### src/rtl/instancia_nbc.sv
// Three independent free-running up-counters (4/5/8 bits by default) sharing one clock and reset.
// Define INSTANCIA_NBC_SAT_EN to make each counter saturate at its maximum instead of wrapping.

module instancia_nbc_cnt #(
   parameter int unsigned N = 4
) (
   input  logic         clk,
   input  logic         reset,
   output logic [N-1:0] count
);

   localparam logic [N-1:0] CNT_MAX = '1;

   // Reset wins over increment, wrap and saturation on the same edge
   always_ff @(posedge clk) begin
      if (reset) begin
         count <= '0;
      end else begin
`ifdef INSTANCIA_NBC_SAT_EN
         if (count != CNT_MAX) begin
            count <= count + N'(1);
         end
`else
         count <= count + N'(1);
`endif
      end
   end

endmodule

module instancia_nbc #(
   parameter int unsigned WIDTH_A = 4,
   parameter int unsigned WIDTH_B = 5,
   parameter int unsigned WIDTH_C = 8
) (
   input  logic               clk,
   input  logic               reset,
   output logic [WIDTH_A-1:0] count4,
   output logic [WIDTH_B-1:0] count5,
   output logic [WIDTH_C-1:0] count8
);

   instancia_nbc_cnt #(.N(WIDTH_A)) u_cnt_a (
      .clk   (clk),
      .reset (reset),
      .count (count4)
   );

   instancia_nbc_cnt #(.N(WIDTH_B)) u_cnt_b (
      .clk   (clk),
      .reset (reset),
      .count (count5)
   );

   instancia_nbc_cnt #(.N(WIDTH_C)) u_cnt_c (
      .clk   (clk),
      .reset (reset),
      .count (count8)
   );

endmodule

### config.mk
export PLATFORM = sky130hd
export DESIGN_NAME = instancia_nbc
export DESIGN_NICKNAME = d
export VERILOG_FILES = /design/src/rtl/instancia_nbc.sv
export SDC_FILE = /design/constraint.sdc
export NUM_CORES = 1
export LEC_CHECK = 0
export CORE_ASPECT_RATIO = 1.2
export CORE_MARGIN = 1.5
export CORE_UTILIZATION = 32
export CTS_CLUSTER_SIZE = 40
export DETAILED_ROUTE_END_ITERATION = 12
export PLACE_DENSITY_LB_ADDON = 0.1
export SLEW_MARGIN = 40
export SYNTH_ARGS = -nofsm -noshare
export SYNTH_HDL_FRONTEND = slang
export SYNTH_SLANG_ARGS = --single-unit
### constraint.sdc
create_clock -name clk -period 1.3 [get_ports clk]
set_input_delay 0.26 -clock clk [delete_from_list [all_inputs] [get_ports clk]]
set_output_delay 0.26 -clock clk [all_outputs]
set_load 0.1 [all_outputs]
# ---- After elaboration in Yosys (flattened, before gate mapping)
# Index checks and enable logic that the tools add are counted.
dict set report totals {
  ff_bits 17
  in_bits 2
  output_inout_bits 17
}
dict set report classes {
  add_sub_neg 3
}
# operator n
set op_table {}
lappend op_table {{adder 8 x 1 -> 8 bit (second input constant)} 1}
lappend op_table {{adder 5 x 1 -> 5 bit (second input constant)} 1}
lappend op_table {{adder 4 x 1 -> 4 bit (second input constant)} 1}

# ---- Logic depth before layout (Yosys ltp)
# Gate-level depths: netlist (run 1).
dict set report depth {
  ltp_word 1
  mapped_depth 4
}

# ---- Cells and area by module
# Synthesis (run 1) repeated with hierarchy kept, for this count alone.
dict set report hier_totals {
  hier_cells 64
  area_unflattened_um2 644.4
}
# module instances cells_per_inst area_per_inst_um2 seq_area_each_um2
set modules_own_cells {}
lappend modules_own_cells {{instancia_nbc_cnt at u_cnt_c} 1 33 304.0 160.2}
lappend modules_own_cells {{instancia_nbc_cnt at u_cnt_b} 1 18 195.2 100.1}
lappend modules_own_cells {{instancia_nbc_cnt at u_cnt_a} 1 13 145.1 80.1}

# ---- Least setup slack after synthesis (run 1)
# Ideal clock, no wire load.
dict set report synth_timing {
  kind {register to register}
  startpoint {register u_cnt_c.count[0]}
  endpoint {register u_cnt_c.count[6]}
  setup_time_ns 0.070
  arrival_ns 1.878
  required_time_ns 1.230
  slack_ns -0.648
  path_stages_with_launch 5
  path_buffers 0
  synth_period_minus_slack_ns 1.948
  cell_sequence {dfxtp_1 > ha_1 > nand2_1 > or3_1 > a21oi_1}
}
dict set report synth_between {
  elab_chain_len 1
}
# item line
set synth_lines {}
lappend synth_lines {{start, declared} 9} ;# output logic [N-1:0] count
lappend synth_lines {{start signal, assigned} 24} ;# count <= count + N'(1);
lappend synth_lines {{adder 8 x 1 -> 8 bit} 24}
# Every way passes these cells.
# A chain may end at the register's enable or synchronous reset.

# ---- Worst setup path after layout (run 1)
# Same ends and word-level chain as after synthesis.

==> impl_results.md, run 1 <==
* Status: completed
* CTS HTree Levels at 1
* Area of the multi-input gates at 265 sq um
* Synth unique cells at 14
* Router iterations before antenna repair at 1
* Tot Pwr at 1.17 mW
* Worst hold path depth at 1
* GRT Total Usage at 11.1%
* Clock root cell: clkbuf_4
* Pleak at 0.404 nW
* PD cells at 1100 mW/mm^2
* # resized after CTS at 0
* Die height at 51.0 um
* RSZ-0062 raised after global routing: false
* Slowest CP cell: dfxtp_4
* Final Cell Area at 0.00107 sq mm
* Critical path launch point type: flip-flop
* Syn. warnings at 0
* Max Cap Violations at 0
* Hold Vio Cnt, Final at 0
* Final net count at 90
* Clock Path Buffers at 2
* I/O pin cnt at 19
* CTS Hold Bufs at 0
* CORE AREA at 0.00183 sq mm
* WL/cell at 9.76 um
* Max Slew Vio Count at 0
* TritonCTS Sinks at 17
* Clk pin slew, worst setup/hold paths at 100 ps
* Largest delay share family, worst path: simple AND/OR/NAND/NOR gates
* IR drop worst, VDD at 0.668 mV
* WP data required at 1510 ps
* Syn Inst Count at 62
* Post-synth top area share at 55.5%
* Diode count at 0
* Worst r2r path cells at 4
* Hold WC Path Type: flip-flop to flip-flop
* Layout Area Growth over Synthesis at 74.3%
* Post-synth top area cell: dfxtp_1
* Reg2reg setup slack at 80 ps
* Setup Viol. Count Final at 0
* Worst EP arrival at 1430 ps
* CTS tree: yes
* Worst path bufs/invs at 0
* Period minus WS final at 1220 ps
* DR vias/cell at 4.65
* Die Span X at 43.0 um
* Crit Path Max Fanout at 4
* Top post-synthesis cells by area: dfxtp_1 (56%), xor2_1 (7.1%), nor2_1 (6.7%), ha_1 (6.1%), xnor2_1 (4.3%)
* GPL Wtd Cong at 0.674
* Total grt overflow at 0
* DIE AREA at 0.00219 sq mm
* Fmax achieved at 820 MHz
* Placed cell area at 0.00104 sq mm
* Filler cell count at 154
* Setup TNS at 0 ps
* Fraction of layout cells with a size suffix above 1 at 48.8%
* Setup CP Type: flip-flop to flip-flop
* Actual slew at the worst max-slew pin at 142 ps
* Avg Inst Size Synth at 9.89 sq um
* Total CTS buffers at 3
* Crit end category: flip-flop
* Critical Path Stages at 4
* Core Util, Final at 58.4%
* Sequential area share after synthesis at 55.5%
* Yosys reg bits at 17
* Synthesized Nets at 67
* Buffers on Ports at 18
* Global-route wire length before repair at 1860 um
* DR vias at 479
* Starting Density at 33.5%
* Vias in the first global route at 452
* CP cell instances: ha_1, nand2_1, or3_1, a21oi_1
* Initial antenna violation count at 0
* Post-Route WL at 1010 um
* Rows at 17
* Reg area at 384 sq um
* Largest net degree at the start of global routing at 12
* ANT nets after route at 0
* Max incr delay on CP at 390 ps
* DRT iter0 DRCs at 0
* DRC at 0
* Period utilization at 93.8%
* Normalized max-slew margin at 90.4%
* Later-pin clock latency in the skew report at 290 ps
* Post-CTS Setup Inserts at 0
* Synth Cell Area at 613 sq um
* Clock skew at 7.73 ps
path summary, 6_finish.rpt:
path	from	end
setup reg to reg	u_cnt_c.count[0]$_SDFF_PP0_	u_cnt_c.count[6]$_SDFF_PP0_
hold / removal	u_cnt_b.count[0]$_SDFF_PP0_	u_cnt_b.count[0]$_SDFF_PP0_
setup / recovery	u_cnt_c.count[0]$_SDFF_PP0_	u_cnt_c.count[6]$_SDFF_PP0_
hold reg to reg	u_cnt_b.count[0]$_SDFF_PP0_	u_cnt_b.count[0]$_SDFF_PP0_
per-stage QoR:
step	hold WS [ps]	setup slack (ps)	instances
after floorplan	539	-87.2	62
after detailed placement	440	95.2	99
after global routing	474	10.2	103
after global placement	440	132	99
final	454	80.5	103
after CTS	461	69.5	103
state kept, by name, summed over array words and instances, names as in the netlist:
register and cells:
u_cnt_c.count 8, u_cnt_b.count 5, u_cnt_a.count 4
logic make-up (layout without fill, tap and decap cells):
logic type | Yosys count | count (layout) | synth area share (%)
xor gates and xnor gates | 8 | 8 | 11.4
AOI/OAI and AO/OA | 6 | 6 | 4.90
and+or+nand+nor | 26 | 26 | 20.8
buffers and inverters | 2 | 24 | 1.22
DFF | 17 | 17 | 55.5
adders and majority gates | 3 | 3 | 6.12
placed cells by master (no fill, tap or decap), types with 2 or more instances in the layout:
master / instances
xnor2_1: 3
nor2_1: 11
buf_12: 17
buf_4: 2
or3_1: 3
clkbuf_4: 3
ha_1: 3
a21oi_1: 3
o21ai_0: 3
nand2_1: 2
nand3_1: 5
dfxtp_2: 8
dfxtp_4: 9
nor2b_1: 3
xor2_1: 5
power by group:
group	leakage, nW	internal, mW	switching, mW
sequential	0.149	0.538	0.0361
clock	0.0139	0.117	0.165
combinational	0.241	0.115	0.200
area by class of cell:
cell class / instances / share of cell area [%]
flip-flops and latches: 17 / 35.9
repair buffers: 20 / 34.2
multi-input cells: 43 / 24.8
well taps: 19 / 2.22
clock buffers: 3 / 2.11
clock inverters: 1 / 0.703
Yosys cell counts:
cell and n:
nand4_1 1, nor2_1 11, dfxtp_1 17, a21oi_1 3, o21ai_0 3, ha_1 3, xor2_1 5, nand3_2 1
nand3_1 5, or3_1 3, clkbuf_1 2, nor2b_1 3, xnor2_1 3, nand2_1 2
routing by layer:
metal / vias to the layer above / routed length [um] / share of wire [%] / global-route usage (%)
li1: 250 / - / - / -
met1: 215 / 492 / 49 / 14.8
met2: 12 / 451 / 45 / 16.7
met3: 2 / 51 / 5.1 / 2.12
met4: 0 / 9 / 0.90 / 6.06
met5: - / 0 / 0 / 0
Note: power is estimated with default switching activity, not from simulation.
==> inputs of run 2 (changes only) <==
Settings changed: CORE_ASPECT_RATIO 1.2 to 1.1.
==> run 2 against run 1 <==
Against the previous run: die area about the same; clock-buffer cell count stayed put; flip-flop and latch count unchanged; register-to-register slack gained 20 ps; clock power down 1%; wire length is 14% higher.
==> impl_results.md, run 2 (synthesized netlist as in run 1, its figures left out) <==
* TritonCTS Sinks at 17
* Diode count at 0
* GRT Total Usage at 13.0%
* Vias in the first global route at 482
* Post-Route WL at 1150 um
* GPL Wtd Cong at 0.690
* Fin Hold WS at 458 ps
* DRT iter0 DRCs at 2
* Hold Vio Cnt, Final at 0
* Biggest register: u_cnt_c.count
* Pleak at 0.407 nW
* IR drop worst, VDD at 0.700 mV
* Die Span X at 44.7 um
* CTS Hold Bufs at 0
* Fmax achieved at 834 MHz
* Clock root cell: clkbuf_4
* Rows at 16
* Filler cell count at 149
* CORE AREA at 0.00178 sq mm
* Dpl ws at 116 ps
* Buffers on Ports at 18
* CTS HTree Levels at 1
* Hold WC Path Type: flip-flop to flip-flop
* Clock Path Buffers at 2
* DRC at 0
* Met1 Usage GRT at 15.8%
* WP data required at 1530 ps
* Crit Path Max Fanout at 4
* Largest net degree at the start of global routing at 18
* WL/cell at 11.3 um
* DR vias at 489
* Total grt overflow at 0
* CTS tree: yes
* Period minus WS final at 1200 ps
* Post-CTS Setup Inserts at 0
* Period utilization at 92.2%
* ANT nets after route at 0
* PnR worst setup slack at 101 ps
* Clk pin slew, worst setup/hold paths at 100 ps
* Max Cap Violations at 0
* Layout Area Growth over Synthesis at 74.5%
* Setup Viol. Count Final at 0
* Router iterations before antenna repair at 2
* Detailed Place HPWL at 857 um
* I/O pin cnt at 19
* Die height at 48.9 um
* PD cells at 1100 mW/mm^2
* Clock skew at 9.09 ps
* # resized after CTS at 0
* Grt peak-use layer: met2
* Actual slew at the worst max-slew pin at 138 ps
* Critical path launch point type: flip-flop
* Status: completed
* Commonest non-fill, non-tap cell in the layout: buf_12
* Grt met2 use at 19.8%
* Worst EP arrival at 1430 ps
* Normalized max-slew margin at 90.7%
* Commonest cells after routing, fill and taps aside: buf_12 (18), nor2_1 (11), dfxtp_4 (9), dfxtp_2 (8)
* Met3 usage at 3.70%
* DIE AREA at 0.00219 sq mm
* Crit end category: flip-flop
* Fraction of layout cells with a size suffix above 1 at 48.2%
* Reg2reg setup slack at 100 ps
* Final net count at 89
* Total CTS buffers at 3
* DR vias/cell at 4.84
* Max Slew Vio Count at 0
* RSZ-0062 raised after global routing: false
* Regs by FF count: u_cnt_c.count x8, u_cnt_b.count x5, u_cnt_a.count x4
* Setup CP Type: flip-flop to flip-flop
* Initial antenna violation count at 0
* Global-route wire length before repair at 2080 um
* Starting Density at 34.4%
* Max reg flops at 8
* Later-pin clock latency in the skew report at 290 ps
## run 2: changes by cell type in the layout (fill, tap and decap cells not counted), sizes merged
cell      previous run  this run
buf                 19        18
clkinvlp             1         0
clkinv               0         1
## run 2: worst paths after layout
check,start,to,depth (start not counted)
setup / recovery,u_cnt_c.count[0]$_SDFF_PP0_,u_cnt_c.count[6]$_SDFF_PP0_,4
setup reg to reg,u_cnt_c.count[0]$_SDFF_PP0_,u_cnt_c.count[6]$_SDFF_PP0_,4
hold reg to reg,u_cnt_b.count[0]$_SDFF_PP0_,u_cnt_b.count[0]$_SDFF_PP0_,1
hold / removal,u_cnt_b.count[0]$_SDFF_PP0_,u_cnt_b.count[0]$_SDFF_PP0_,1
## run 2: final cells by class
type                            instances  area, sq um  share of cell area [%]
Multi-Input combinational cell         43          265                    24.8
Timing Repair Buffer                   19          370                    34.6
Clock inverter                          1         5.00                   0.468
Sequential cell                        17          384                    35.9
Tap cell                               18         22.5                    2.11
Clock buffer                            3         22.5                    2.11
## run 2: critical path, cell delays in order, from the launching register on
cell and delay, ps:
dfxtp_4 390, ha_1 200, nand2_1 80, or3_1 340, a21oi_1 130
## run 2: metrics by stage
step / util [%] / std cells / TNS [ps] / power, mW / cell area (sq um)
2_1_floorplan: - / 62 / -87.2 / 0.781 / 657
3_3_place_gp: 58.5 / 97 / 0 / 0.907 / 1040
3_5_place_dp: 58.5 / 97 / 0 / 0.910 / 1040
4_1_cts: 60.0 / 101 / 0 / 1.19 / 1070
5_1_grt: 60.0 / 101 / 0 / 1.23 / 1070
6_report: 60.0 / 101 / 0 / 1.17 / 1070
## run 2: power by group
group | switching [mW] | internal, mW | leakage (nW) | total [mW]
clock | 0.163 | 0.115 | 0.0177 | 0.278
combinational | 0.202 | 0.118 | 0.241 | 0.320
sequential | 0.0373 | 0.538 | 0.149 | 0.576
## run 2: per-layer routing
metal | share of wire [%] | up-vias
met4 | 2.7 | 0
met2 | 48 | 14
met3 | 4.3 | 5
met5 | 0 | -
met1 | 45 | 217
li1 | - | 253
==> inputs of run 3 (changes only) <==
Settings changed: ABC_CLOCK_PERIOD_IN_PS from default to 1300, CTS_CLUSTER_DIAMETER from default to 80, SETUP_SLACK_MARGIN from default to 0.5.
==> run 3 against run 2 <==
Against the previous run: global-route usage grew 0.95 points; non-clock buffer count increased by 17; cell count rose by 17%; largest cell class is now buffers; highest routed layer unchanged.
==> impl_results.md, run 3 (synthesized netlist as in run 1, its figures left out) <==
* Setup Viol. Count Final at 0
* Switch share at 34.6%
* I/O pin cnt at 19
* Hold Vio Cnt, Final at 0
* Setup CP Type: flip-flop to output port
* Final net count at 106
* IR drop worst, VDD at 0.688 mV
* Largest delay share family, worst path: flip-flops
* Commonest non-fill, non-tap cell in the layout: buf_12
* CTS HTree Levels at 1
* Critical Path Stages at 1
* NetSw at 0.442 mW
* Rows at 16
* Clock root cell: clkbuf_4
* PD cells at 933 mW/mm^2
* Period utilization at 87.5%
* Die Span X at 44.7 um
* Clock skew at 3.81 ps
* Status: completed
* Critical path launch point type: flip-flop
* Clk pin slew, worst setup/hold paths at 90 ps
* TritonCTS Sinks at 17
* Slowest CP cell: dfxtp_4
* WP data required at 1040 ps
* Fin Hold WS at 495 ps
* WL/cell at 12.6 um
* DIE AREA at 0.00219 sq mm
* Detailed Place HPWL at 842 um
* Fmax achieved at 879 MHz
* Normalized max-slew margin at 85.6%
* Pleak at 0.506 nW
* Total CTS buffers at 3
* Clock Path Buffers at 2
* Die height at 48.9 um
* Core Util, Final at 76.9%
* Regs by FF count: u_cnt_c.count x8, u_cnt_b.count x5, u_cnt_a.count x4
* GRT Total Usage at 13.9%
* Worst EP arrival at 880 ps
* GPL Wtd Cong at 0.672
* CP Capture Point: count8[0]
* Max Cap Violations at 0
* Max reg flops at 8
* Buffers on Ports at 18
* CP Launch Point: u_cnt_c.count[0]$_SDFF_PP0_
* DR vias at 562
* Later-pin clock latency in the skew report at 290 ps
* Worst r2r path cells at 4
* CP cell instances: buf_12
* Largest net degree at the start of global routing at 18
* Vias in the first global route at 496
* Max incr delay on CP at 410 ps
* Initial antenna violation count at 0
* Diode count at 0
* Starting Density at 34.4%
* Total grt overflow at 0
* RSZ-0062 raised after global routing: true
* ANT nets after route at 0
* Global-route wire length before repair at 2110 um
* Internal Power at 0.836 mW
* Period minus WS final at 1140 ps
* Reg2reg setup slack at 180 ps
* Biggest register: u_cnt_c.count
* Actual slew at the worst max-slew pin at 214 ps
* Router iterations before antenna repair at 2
* Crit Path Max Fanout at 4
* Critical R2R Capture: u_cnt_c.count[6]$_SDFF_PP0_
* Crit end category: output port
* DRC at 0
* Share of power burned in registers at 44.0%
* Post-Route WL at 1490 um
* Worst R2R Start: u_cnt_c.count[0]$_SDFF_PP0_
* Hold WC Path Type: flip-flop to flip-flop
* Clock power share at 22.2%
* DR vias/cell at 4.76
* CTS tree: yes
* Worst path bufs/invs at 1
* Filler cell count at 118
* Max Slew Vio Count at 0
* Setup TNS at 0 ps
* Gate power share at 33.8%
* CORE AREA at 0.00178 sq mm
* Fraction of layout cells with a size suffix above 1 at 71.0%
* CTS Hold Bufs at 0
* DRT iter0 DRCs at 2
* Layout Area Growth over Synthesis at 123%
* Commonest cells after routing, fill and taps aside: buf_12 (18), dfxtp_4 (17), nor2_1 (10), buf_6 (9), buf_4 (8)
-- run 3: layout make-up --
type | instances | area (sq um) | area share [%]
clock buffers | 4 | 26.3 | 1.92
repair buffers | 36 | 532 | 38.8
flip-flops and latches | 17 | 404 | 29.5
multi-input cells | 43 | 385 | 28.1
well taps | 18 | 22.5 | 1.64
-- run 3: stage by stage --
step                      setup slack [ps]  area (sq um)  instances  power (mW)
after detailed placement               196          1110         97       0.916
after global placement                 217          1110         97       0.912
after floorplan                       33.3           734         62       0.788
final                                  162          1370        118        1.28
after CTS                              163          1270        114        1.24
after global routing                   124          1370        118        1.34
-- run 3: worst min-delay path by stage --
| stage | from | endpoint | depth (start not counted) |
|---|---|---|---|
| 6_report | u_cnt_c.count[0]$_SDFF_PP0_ | u_cnt_c.count[0]$_SDFF_PP0_ | 1 |
| 5_1_grt | u_cnt_c.count[0]$_SDFF_PP0_ | u_cnt_c.count[0]$_SDFF_PP0_ | 1 |
| 4_1_cts | u_cnt_c.count[0]$_SDFF_PP0_ | u_cnt_c.count[0]$_SDFF_PP0_ | 1 |
| 3_5_place_dp | u_cnt_a.count[0]$_SDFF_PP0_ | u_cnt_a.count[0]$_SDFF_PP0_ | 1 |
| 3_3_place_gp | u_cnt_c.count[0]$_SDFF_PP0_ | u_cnt_c.count[0]$_SDFF_PP0_ | 1 |
| 2_1_floorplan | reset | u_cnt_b.count[4]$_SDFF_PP0_ | 2 |
-- run 3: what timing repair did --
action / 4_1_cts / 5_1_grt
endpoints found under the setup margin: 29 / 32
setup buffers: 13 / 4
cloned: 0 / 0
resized for setup: 6 / 16
pin swaps: 5 / 12
-- run 3: worst register-to-register path: stages, from the launching register on --
cell,delay [ps]
dfxtp_4,410
ha_4,150
nand2_2,60
or3_4,330
a21oi_2,120
-- run 3: power by group through the flow --
stage | Sequential [mW] | Clock (mW) | Combinational (mW)
after global routing | 0.566 | 0.323 | 0.446
after floorplan | 0.743 | 0 | 0.0445
after detailed placement | 0.587 | 0 | 0.329
after global placement | 0.586 | 0 | 0.326
after CTS | 0.561 | 0.284 | 0.391
final | 0.563 | 0.284 | 0.431
-- run 3: per-layer routing --
metal	up-vias	global-route usage (%)	wire (um)
li1	281	-	-
met4	0	13.6	52
met3	4	2.22	57
met1	265	16.2	617
met5	-	0	0
met2	12	20.5	762
